$ cat src/rtl/noc_config_pkg.sv
// Shared NoC router configuration: default geometry, flit type encoding and
// the wormhole lock state used by the input buffer.
package noc_config_pkg;

  localparam int FLIT_WIDTH    = 128;
  localparam int VC_COUNT      = 3;
  localparam int BUFFER_DEPTH  = 4;
  localparam int FLIT_TYPE_MSB = FLIT_WIDTH - 1;

  typedef enum logic [1:0] {
    FLIT_HEAD   = 2'b00,
    FLIT_BODY   = 2'b01,
    FLIT_TAIL   = 2'b10,
    FLIT_SINGLE = 2'b11
  } flit_type_e;

  typedef enum logic {
    LOCK_IDLE = 1'b0,
    LOCK_HELD = 1'b1
  } lock_state_e;

  // Index width that stays at least one bit wide for single-entry sets.
  function automatic int idx_width(input int n);
    return (n > 1) ? $clog2(n) : 1;
  endfunction

endpackage

$ cat src/rtl/noc_vc_fifo.sv
// Per-VC synchronous FIFO: head is the oldest stored flit, count is the fill level.
// A push into a full FIFO is only taken when a pop happens in the same cycle.
module noc_vc_fifo #(
  parameter int WIDTH = 128,
  parameter int DEPTH = 4
) (
  input  logic                   clk,
  input  logic                   rst_n,
  input  logic                   push,
  input  logic                   pop,
  input  logic [WIDTH-1:0]       din,
  output logic [WIDTH-1:0]       head,
  output logic [$clog2(DEPTH):0] count,
  output logic                   full,
  output logic                   empty
);

  localparam int PW = $clog2(DEPTH);
  localparam int CW = PW + 1;

  logic [WIDTH-1:0] mem [DEPTH];
  logic [PW-1:0]    rd_ptr;
  logic [PW-1:0]    wr_ptr;
  logic             do_push;
  logic             do_pop;

  assign full    = (count == CW'(DEPTH));
  assign empty   = (count == '0);
  assign do_pop  = pop && !empty;
  assign do_push = push && (!full || do_pop);
  assign head    = mem[rd_ptr];

  always_ff @(posedge clk or negedge rst_n) begin
    if (!rst_n) begin
      rd_ptr <= '0;
      wr_ptr <= '0;
      count  <= '0;
    end else begin
      // DEPTH is a power of two, so the pointers wrap on natural overflow.
      if (do_push) wr_ptr <= wr_ptr + PW'(1);
      if (do_pop)  rd_ptr <= rd_ptr + PW'(1);
      case ({do_push, do_pop})
        2'b10:   count <= count + CW'(1);
        2'b01:   count <= count - CW'(1);
        default: count <= count;
      endcase
    end
  end

  always_ff @(posedge clk) begin
    if (do_push) mem[wr_ptr] <= din;
  end

endmodule

$ cat src/rtl/noc_vc_input_buffer.sv
// Router input port: per-VC flit FIFOs, credit return, round-robin VC selection
// and an optional wormhole lock that keeps a VC selected until its tail leaves.
module noc_vc_input_buffer
  import noc_config_pkg::*;
#(
  parameter int  FLIT_WIDTH   = noc_config_pkg::FLIT_WIDTH,
  parameter int  VC_COUNT     = noc_config_pkg::VC_COUNT,
  parameter int  BUFFER_DEPTH = noc_config_pkg::BUFFER_DEPTH,
  parameter bit  PKT_LOCK     = 1'b1,
  localparam int VCW          = noc_config_pkg::idx_width(VC_COUNT),
  localparam int CW           = $clog2(BUFFER_DEPTH) + 1
) (
  input  logic                     clk,
  input  logic                     rst_n,
  input  logic                     in_valid,
  input  logic [VCW-1:0]           in_vc,
  input  logic [FLIT_WIDTH-1:0]    in_flit,
  output logic                     credit_valid,
  output logic [VCW-1:0]           credit_vc,
  output logic                     out_valid,
  output logic [VCW-1:0]           out_vc,
  output logic [FLIT_WIDTH-1:0]    out_flit,
  input  logic                     out_ready,
  output logic [VC_COUNT*CW-1:0]   vc_occupancy,
  output logic                     err_overflow
);

  logic [VC_COUNT-1:0]   push;
  logic [VC_COUNT-1:0]   pop;
  logic [VC_COUNT-1:0]   full;
  logic [VC_COUNT-1:0]   empty;
  logic [FLIT_WIDTH-1:0] head [VC_COUNT];
  logic [CW-1:0]         count [VC_COUNT];

  lock_state_e    state_q, state_d;
  logic [VCW-1:0] lock_vc_q, lock_vc_d;
  logic [VCW-1:0] rr_q, rr_d;
  logic [VCW-1:0] rr_pick;
  logic [VCW-1:0] sel_vc;
  logic [VCW-1:0] next_vc;
  logic           rr_found;
  logic           sel_valid;
  logic           do_pop;
  logic           in_vc_ok;
  logic           drop;
  flit_type_e     pop_type;

  assign in_vc_ok = (int'(in_vc) < VC_COUNT);
  // A flit that no FIFO accepted is lost: bad VC, or full VC without a same-cycle pop.
  assign drop     = in_valid && (push == '0);

  for (genvar v = 0; v < VC_COUNT; v++) begin : g_vc
    assign push[v] = in_valid && in_vc_ok && (int'(in_vc) == v) && (!full[v] || pop[v]);
    assign pop[v]  = do_pop && (int'(sel_vc) == v);
    assign vc_occupancy[v*CW +: CW] = count[v];

    noc_vc_fifo #(
      .WIDTH (FLIT_WIDTH),
      .DEPTH (BUFFER_DEPTH)
    ) u_fifo (
      .clk   (clk),
      .rst_n (rst_n),
      .push  (push[v]),
      .pop   (pop[v]),
      .din   (in_flit),
      .head  (head[v]),
      .count (count[v]),
      .full  (full[v]),
      .empty (empty[v])
    );
  end

  always_comb begin
    int idx;
    rr_found = 1'b0;
    rr_pick  = '0;
    idx      = 0;
    for (int i = 0; i < VC_COUNT; i++) begin
      idx = int'(rr_q) + i;
      if (idx >= VC_COUNT) idx = idx - VC_COUNT;
      if (!rr_found && !empty[idx]) begin
        rr_found = 1'b1;
        rr_pick  = VCW'(idx);
      end
    end
  end

  // A held lock stalls the port while the locked VC is empty rather than interleaving.
  always_comb begin
    if (PKT_LOCK && (state_q == LOCK_HELD)) begin
      sel_vc    = lock_vc_q;
      sel_valid = !empty[lock_vc_q];
    end else begin
      sel_vc    = rr_pick;
      sel_valid = rr_found;
    end
  end

  assign out_valid = sel_valid;
  assign out_vc    = sel_valid ? sel_vc : '0;
  assign out_flit  = sel_valid ? head[sel_vc] : '0;
  assign do_pop    = sel_valid && out_ready;
  assign pop_type  = flit_type_e'(out_flit[FLIT_WIDTH-1 -: 2]);
  assign next_vc   = (int'(sel_vc) == VC_COUNT - 1) ? '0 : sel_vc + VCW'(1);

  always_comb begin
    state_d   = state_q;
    lock_vc_d = lock_vc_q;
    rr_d      = rr_q;
    if (do_pop) begin
      if (PKT_LOCK) begin
        case (pop_type)
          FLIT_HEAD: begin
            state_d   = LOCK_HELD;
            lock_vc_d = sel_vc;
          end
          FLIT_TAIL, FLIT_SINGLE: begin
            state_d = LOCK_IDLE;
            rr_d    = next_vc;
          end
          default: begin
            state_d = state_q;
          end
        endcase
      end else begin
        rr_d = next_vc;
      end
    end
  end

  always_ff @(posedge clk or negedge rst_n) begin
    if (!rst_n) begin
      state_q      <= LOCK_IDLE;
      lock_vc_q    <= '0;
      rr_q         <= '0;
      credit_valid <= 1'b0;
      credit_vc    <= '0;
      err_overflow <= 1'b0;
    end else begin
      state_q      <= state_d;
      lock_vc_q    <= lock_vc_d;
      rr_q         <= rr_d;
      credit_valid <= do_pop;
      credit_vc    <= do_pop ? sel_vc : '0;
      if (drop) err_overflow <= 1'b1;
    end
  end

endmodule

$ cat config.mk
export PLATFORM = sky130hd
export DESIGN_NAME = noc_vc_input_buffer
export DESIGN_NICKNAME = d
export VERILOG_FILES = /design/src/rtl/noc_config_pkg.sv /design/src/rtl/noc_vc_fifo.sv /design/src/rtl/noc_vc_input_buffer.sv
export SDC_FILE = /design/constraint.sdc
export NUM_CORES = 1
export LEC_CHECK = 0
export ABC_AREA = 1
export CAP_MARGIN = 25
export CORE_MARGIN = 5
export CORE_UTILIZATION = 35
export CTS_CLUSTER_DIAMETER = 150
export DETAILED_ROUTE_END_ITERATION = 16
export DONT_BUFFER_PORTS = 1
export GPL_TIMING_DRIVEN = 0
export PLACE_DENSITY = 0.51
export SETUP_SLACK_MARGIN = 0.5
export SYNTH_ARGS = -nofsm -noshare
export SYNTH_HDL_FRONTEND = slang
export SYNTH_HIERARCHICAL = 1
export SYNTH_SLANG_ARGS = --single-unit
$ cat constraint.sdc
create_clock -name clk -period 12.63 [get_ports clk]
set_input_delay 2.526 -clock clk [delete_from_list [all_inputs] [get_ports clk]]
set_output_delay 2.526 -clock clk [all_outputs]
set_load 0.02 [all_outputs]
# After elaboration in Yosys (flattened, before gate mapping)
# Memories as Yosys holds them, arrays and structs flattened.
# Cells that the tools add are included.
# word_totals
out_inout_bits	144
elab_cells	151
n_memories	3
ram_bits	1536
register_bits	30
# memory_table
memory	words	width	rd	rd_clocked_by_memory_dff	wr	line_no	rtl
g_vc[0].u_fifo.mem	4	128	1	0	1	noc_vc_fifo.sv:21	logic [WIDTH-1:0] mem [DEPTH];
g_vc[1].u_fifo.mem	4	128	1	0	1	noc_vc_fifo.sv:21	
g_vc[2].u_fifo.mem	4	128	1	0	1	noc_vc_fifo.sv:21	
# op_classes
n_addsub	18
n_reduce_logical	51
n_eq_ne	15
magnitude_cmp	9
muxes	39
n_bitwise	1
# ops
cell	count
$mux 128	3
$bmux 128 s2	1
$lt 32x4->1 const B	3
$mux 32	3
$logic_and 1x1->1	20
$eq 2x2->1 const B	9
$pmux 3 s2	3
$mux 1	17
$add 2x1->2 const B	7
$mux 2	7
$logic_not 3->1	4
$logic_not 1->1	10
$add 3x1->3 const B	3
$eq 3x3->1 const B	3
$sub 3x1->3 const B	3
$bmux 1 s2	4
$reduce_bool 2->1	4
$sub 3x2->4 const B	2
$eq 2x1->1 const B	3
$ge 3x2->1 const B	2
$logic_not 2->1	3
$logic_or 1x1->1	6
$reduce_and 2->1	3
$add 2x1->3 const B	1
9 further kinds	9

# Longest topological paths before layout
# depth
depth_word	22
depth_mapped	26
ltp_nobuf	25

# Cells and area by module
# Netlist, hierarchy kept.
# by_module_without_submodules
mod	cells_per_inst	instances	area_each_um2
noc_vc_fifo	1429	3	19730.2
noc_vc_input_buffer	980	1	4493.1

# Worst setup path before layout
# No wires, ideal clock.
# synth_timing
path_type	input -> register
startpoint	in out_ready
endpoint	mem g_vc[2].u_fifo.mem[0][0] (enable)
arrival_ps	8694
path_buffers	0
slack_ps	3318
stages	10
cell_sequence	inv_1 nor2_2 inv_2 nor2_1 nand2_1 inv_1 inv_1 nand3_1 nand2_1 nor2_1
# synth_via
elab_chain_len	7
# synth_rtl
item	line_no	rtl
start, declared	noc_vc_input_buffer.sv:23	input logic out_ready,
$logic_and 1x1->1 (*)	noc_vc_input_buffer.sv:102	assign do_pop = sel_valid && out_ready;
named net do_pop	noc_vc_input_buffer.sv:43	logic do_pop;
$logic_and 1x1->1 (*)	noc_vc_input_buffer.sv:54	assign pop[v] = do_pop && (int'(sel_vc) == v);
named net pop[2]	noc_vc_input_buffer.sv:29	logic [VC_COUNT-1:0] pop;
$logic_or 1x1->1 / $logic_and 1x1->1 (equally long branches)	noc_vc_input_buffer.sv:53, noc_vc_fifo.sv:29	
$logic_and 1x1->1 / $logic_or 1x1->1 (equally long branches)	noc_vc_input_buffer.sv:53, noc_vc_fifo.sv:30	
$logic_and 1x1->1 (*)	noc_vc_fifo.sv:30	assign do_push = push && (!full || do_pop);
$mux 1 (*)	noc_vc_fifo.sv:51	if (do_push) mem[wr_ptr] <= din;
$mux 1 (not written as such) (*)	noc_vc_fifo.sv:51	
end, declared	noc_vc_fifo.sv:21	
# Mark *: on every way through the listed nets, which the timed path passes. The rest lies on a longest branch.

# Worst setup path in the final report
# layout_timing
startpoint	reg g_vc[2].u_fifo.count[0]
endpoint	out out_flit[122]
# layout_via
elab_chain_len	16
# layout_rtl
item	line_no	rtl
start, declared	noc_vc_fifo.sv:13	output logic [$clog2(DEPTH):0] count,
start signal, assigned	noc_vc_fifo.sv:43	2'b10: count <= count + CW'(1);
start signal, assigned	noc_vc_fifo.sv:44	2'b01: count <= count - CW'(1);
start signal, assigned	noc_vc_fifo.sv:45	default: count <= count;
$logic_not 3->1 (*)	noc_vc_fifo.sv:28	assign empty = (count == '0);
named net empty[2]	noc_vc_input_buffer.sv:31	logic [VC_COUNT-1:0] empty;
$bmux 1 s2	noc_vc_input_buffer.sv:81	if (!rr_found && !empty[idx]) begin
$mux 1 (not written as such) (2 in series)	noc_vc_input_buffer.sv:81	
$logic_not 1->1	noc_vc_input_buffer.sv:81	
$logic_and 1x1->1	noc_vc_input_buffer.sv:81	
$mux 1	noc_vc_input_buffer.sv:81	
$logic_not 1->1	noc_vc_input_buffer.sv:81	
$logic_and 1x1->1	noc_vc_input_buffer.sv:81	
$mux 2	noc_vc_input_buffer.sv:81	
$mux 2	noc_vc_input_buffer.sv:90	if (PKT_LOCK && (state_q == LOCK_HELD)) begin
$not 2->3 (not written as such)	noc_vc_input_buffer.sv:101	assign out_flit = sel_valid ? head[sel_vc] : '0;
$bmux 128 s2	noc_vc_input_buffer.sv:101	
$mux 128 (not written as such) (2 in series)	noc_vc_input_buffer.sv:101	
$mux 128 (*)	noc_vc_input_buffer.sv:101	
end, declared	noc_vc_input_buffer.sv:22	output logic [FLIT_WIDTH-1:0] out_flit,
# Mark *: on every way through the listed nets, which the timed path passes. The rest lies on a longest branch. The select of a mux whose other input is x is not followed.

==> results.cfg <==
[placement]
detailedPlace.worstSlack_ps = 6164
place.port_buffers = 0
globalplace.congestion = 0.7852
hpwlAfterDp_um = 128300

[clocking]
numCtsBuffers = 168
worstSkewPairLatency_ps = 800
cts_root_buffer = sky130_fd_sc_hd__clkbuf_16
holdBufCountCts = 0
post_cts.resized_instances = 0
tritoncts_clock_tree = done
cts_max_path_buffers = 3
cts.htree.levels = 4
postCtsSetupBuffers = 0
cts_num_sinks = 1566
cts.clk_slew.worst_paths_ps = 60

[sta]
final-hold-violation-count = 0
setup_slack_ps = 5494
finalMaxSlewViolations = 0
max_freq_mhz = 140.1
final-setup-viol-count = 0
grt_setup_unrepaired = false
fin_worst_skew_ps = 23.05
layout_min_cycle_time_ps = 7136
final.period_utilization_pct = 56.50
slew_headroom_pct = 35.66
tightestPinTransition_ps = 965.1

[pwr]
power_per_cell_area_nw_per_um2 = 261.0
vdd_drop_max_mv = 0.2027
p_leak_nw = 25.50

[run]
number_of_violations_of_the_max_capacitance_limit = 0

[logic_synthesis]
postSynthRegisterBits = 1566
postSynthAreaPerCell_um2 = 12.09
netlist-cell-type-count = 28
synth_top_area_share_pct = 72.43
synth.area.top_cells = sky130_fd_sc_hd__edfxtp_1 (72%), sky130_fd_sc_hd__nor2_1 (6.9%), sky130_fd_sc_hd__o21ai_1 (5.5%), sky130_fd_sc_hd__o21ai_0 (3.7%), sky130_fd_sc_hd__nand2_1 (2.9%)
post_synth_instance_area_um2 = 63680
netlist_instances = 5267
synthesis.yosys.warnings = 6
synth.net_count = 5423
yosysSeqAreaShare_pct = 73.61
synth_largest_area_cell = sky130_fd_sc_hd__edfxtp_1

[routing]
dr.first_iter.drc_count = 3690
drc = 0
detail_route.vias_per_cell = 5.027
wire_per_inst_um = 23.42
postRouteWirelength_um = 187700
ant_nets = 0
drt_first_pass_iters = 5
vias = 40300

[worst_setup_path]
worst_setup_path_endpoint = out_flit[122]
timing.setup.critical_path_class = reg2out
rr_worst_depth = 20
cp-end-kind = output pin
crit-reg2reg-launch = g_vc[2].u_fifo/count[0]
worst-path-max-fanout = 10
setup.worst_path.start_class = register
timing.critical_path.required_ps = 10100
crit_arrival_ps = 4610
regToRegSetupSlack_ps = 8110
crit-reg2reg-capture = g_vc[2].u_fifo/mem[0][52]
timing.critical_path.from = g_vc[2].u_fifo/count[0]

[global_routing]
gr-total-overflow = 0
first_global_vias = 39290
grt_first_pass_wirelength_um = 270400
antenna_found_initial = 6
largest_net_degree_at_the_start_of_global_routing = 32
grt.total_usage_pct = 19.26

[cells_and_area]
fin_nets = 5656
drive_above_1_share_pct = 9.897
layout_commonest_cell = sky130_fd_sc_hd__edfxtp_1
mostFrequentLayoutCells = sky130_fd_sc_hd__edfxtp_1 (1536), sky130_fd_sc_hd__nor2_1 (1167), sky130_fd_sc_hd__o21ai_1 (694), sky130_fd_sc_hd__nand2_1 (484), sky130_fd_sc_hd__o21ai_0 (469)
area_growth_syn_to_layout_pct = 15.02
fin_util_pct = 40.48

[floorplanning]
floorplan.die.height_um = 436.6
ioPinCount = 278
fp.coreArea_um2 = 180900
start_util_pct = 35.20
floorplan.die_area_um2 = 190600
std_cell_rows = 156
die_width_um = 436.6

[min_path]
worst_hold_path_type = reg2reg

[run_status]
status = finished, final reports clean
-- cell type report --
cell class,count,area (um^2)
diodes,8,20.02
plain buffers,325,1966
clock buffers,224,4477
clock inverters,84,703.2
fillers,17000,107700
inverters,209,794.5
multi-input cells,3167,14140
flip-flops and latches,1566,46880
well taps,2370,2965
repair buffers,63,1306
-- stage by stage --
step	area (um^2)	setup TNS (ps)	cells	hold WS, ps	power, W
floorplan	63680	0	5267	457.2	0.01158
global placement	66650	-2911620	7637	495.3	0.01470
detailed placement	68050	0	7700	500.2	0.01472
CTS	73230	0	8008	514.1	0.01941
global route	73230	0	8008	543.9	0.02025
finish	73250	0	8016	508.6	0.01911
-- critical path: stages, from the launching register on --
cell and delay [ps]:
sky130_fd_sc_hd__dfrtp_1 540, sky130_fd_sc_hd__nor2_1 120, sky130_fd_sc_hd__nand2_1 200, sky130_fd_sc_hd__inv_1 120, sky130_fd_sc_hd__inv_1 140, sky130_fd_sc_hd__nor2_1 60
sky130_fd_sc_hd__nand2_1 130, sky130_fd_sc_hd__nand2_4 90, sky130_fd_sc_hd__nand2_1 80, sky130_fd_sc_hd__o21ai_1 130, sky130_fd_sc_hd__inv_1 210, sky130_fd_sc_hd__clkbuf_2 400
sky130_fd_sc_hd__buf_12 230, sky130_fd_sc_hd__clkbuf_1 650, sky130_fd_sc_hd__nand2_1 390, sky130_fd_sc_hd__inv_1 270
-- kinds of logic (layout without fill, tap and decap cells) --
kind of cell | after synthesis | after routing | synth area share [%]
AND/OR/NAND/NOR | 1978 | 1978 | 12.40
other | 0 | 8 | 0
XOR/XNOR | 3 | 3 | 0.04127
buffers and inverters | 534 | 905 | 4.332
adder cells (fa/ha/maj) | 22 | 22 | 0.4676
AO/OA/AOI/OAI | 1164 | 1164 | 9.154
flip-flops | 1566 | 1566 | 73.61
-- synth_stat cells --
cell type,n
sky130_fd_sc_hd__nor3_1,3
sky130_fd_sc_hd__clkbuf_1,89
sky130_fd_sc_hd__o21ai_0,469
sky130_fd_sc_hd__nand3_2,4
sky130_fd_sc_hd__inv_1,199
sky130_fd_sc_hd__dfrtp_1,30
sky130_fd_sc_hd__nand2_1,484
sky130_fd_sc_hd__inv_4,4
sky130_fd_sc_hd__nand2_2,3
sky130_fd_sc_hd__or2_2,1
sky130_fd_sc_hd__nor2_4,2
sky130_fd_sc_hd__inv_2,6
sky130_fd_sc_hd__a21oi_2,1
sky130_fd_sc_hd__nand3_4,1
sky130_fd_sc_hd__buf_8,3
sky130_fd_sc_hd__edfxtp_1,1536
sky130_fd_sc_hd__nand3_1,287
sky130_fd_sc_hd__nor2_2,5
sky130_fd_sc_hd__fa_1,3
sky130_fd_sc_hd__nand4_1,7
sky130_fd_sc_hd__xnor2_1,3
sky130_fd_sc_hd__nor2_1,1179
sky130_fd_sc_hd__buf_6,53
sky130_fd_sc_hd__o21ai_1,694
sky130_fd_sc_hd__buf_4,35
sky130_fd_sc_hd__nand2_4,2
sky130_fd_sc_hd__ha_1,19
sky130_fd_sc_hd__buf_2,145
-- where the power goes --
group / internal (W) / switching (W)
Clock: 0.00264 / 0.00204
Sequential: 0.00604 / 0.000116
Combinational: 0.00202 / 0.00626
-- registers in the layout (all words and copies together) (netlist names) --
signal / cells
err_overflow: 1
lock_vc_q: 2
g_vc.u_fifo/wr_ptr: 6
g_vc.u_fifo/rd_ptr: 6
state_q: 1
rr_q: 2
credit_vc: 2
g_vc.u_fifo/count: 9
g_vc.u_fifo/mem: 1536
credit_valid: 1
-- metal layers --
metal  vias to the layer above  global-route usage, %  wire [um]
li1                      19050                      -          -
met1                     19770                  25.44      79900
met2                      1199                  31.99      89520
met3                       274                  3.579      11950
met4                         0                  6.637       6338
met5                         -                      0          0
-- worst min path at each step --
stage	endpoint	start	depth (start not counted)	slack, ps
after detailed placement	lock_vc_q[1]	lock_vc_q[1]	2	500
final	lock_vc_q[1]	lock_vc_q[1]	2	510
after global routing	lock_vc_q[1]	lock_vc_q[1]	2	540
after global placement	lock_vc_q[1]	lock_vc_q[1]	2	500
after floorplan	lock_vc_q[1]	lock_vc_q[1]	2	460
after CTS	lock_vc_q[1]	lock_vc_q[1]	2	510
No activity file was read; power rests on OpenSTA's default activity.
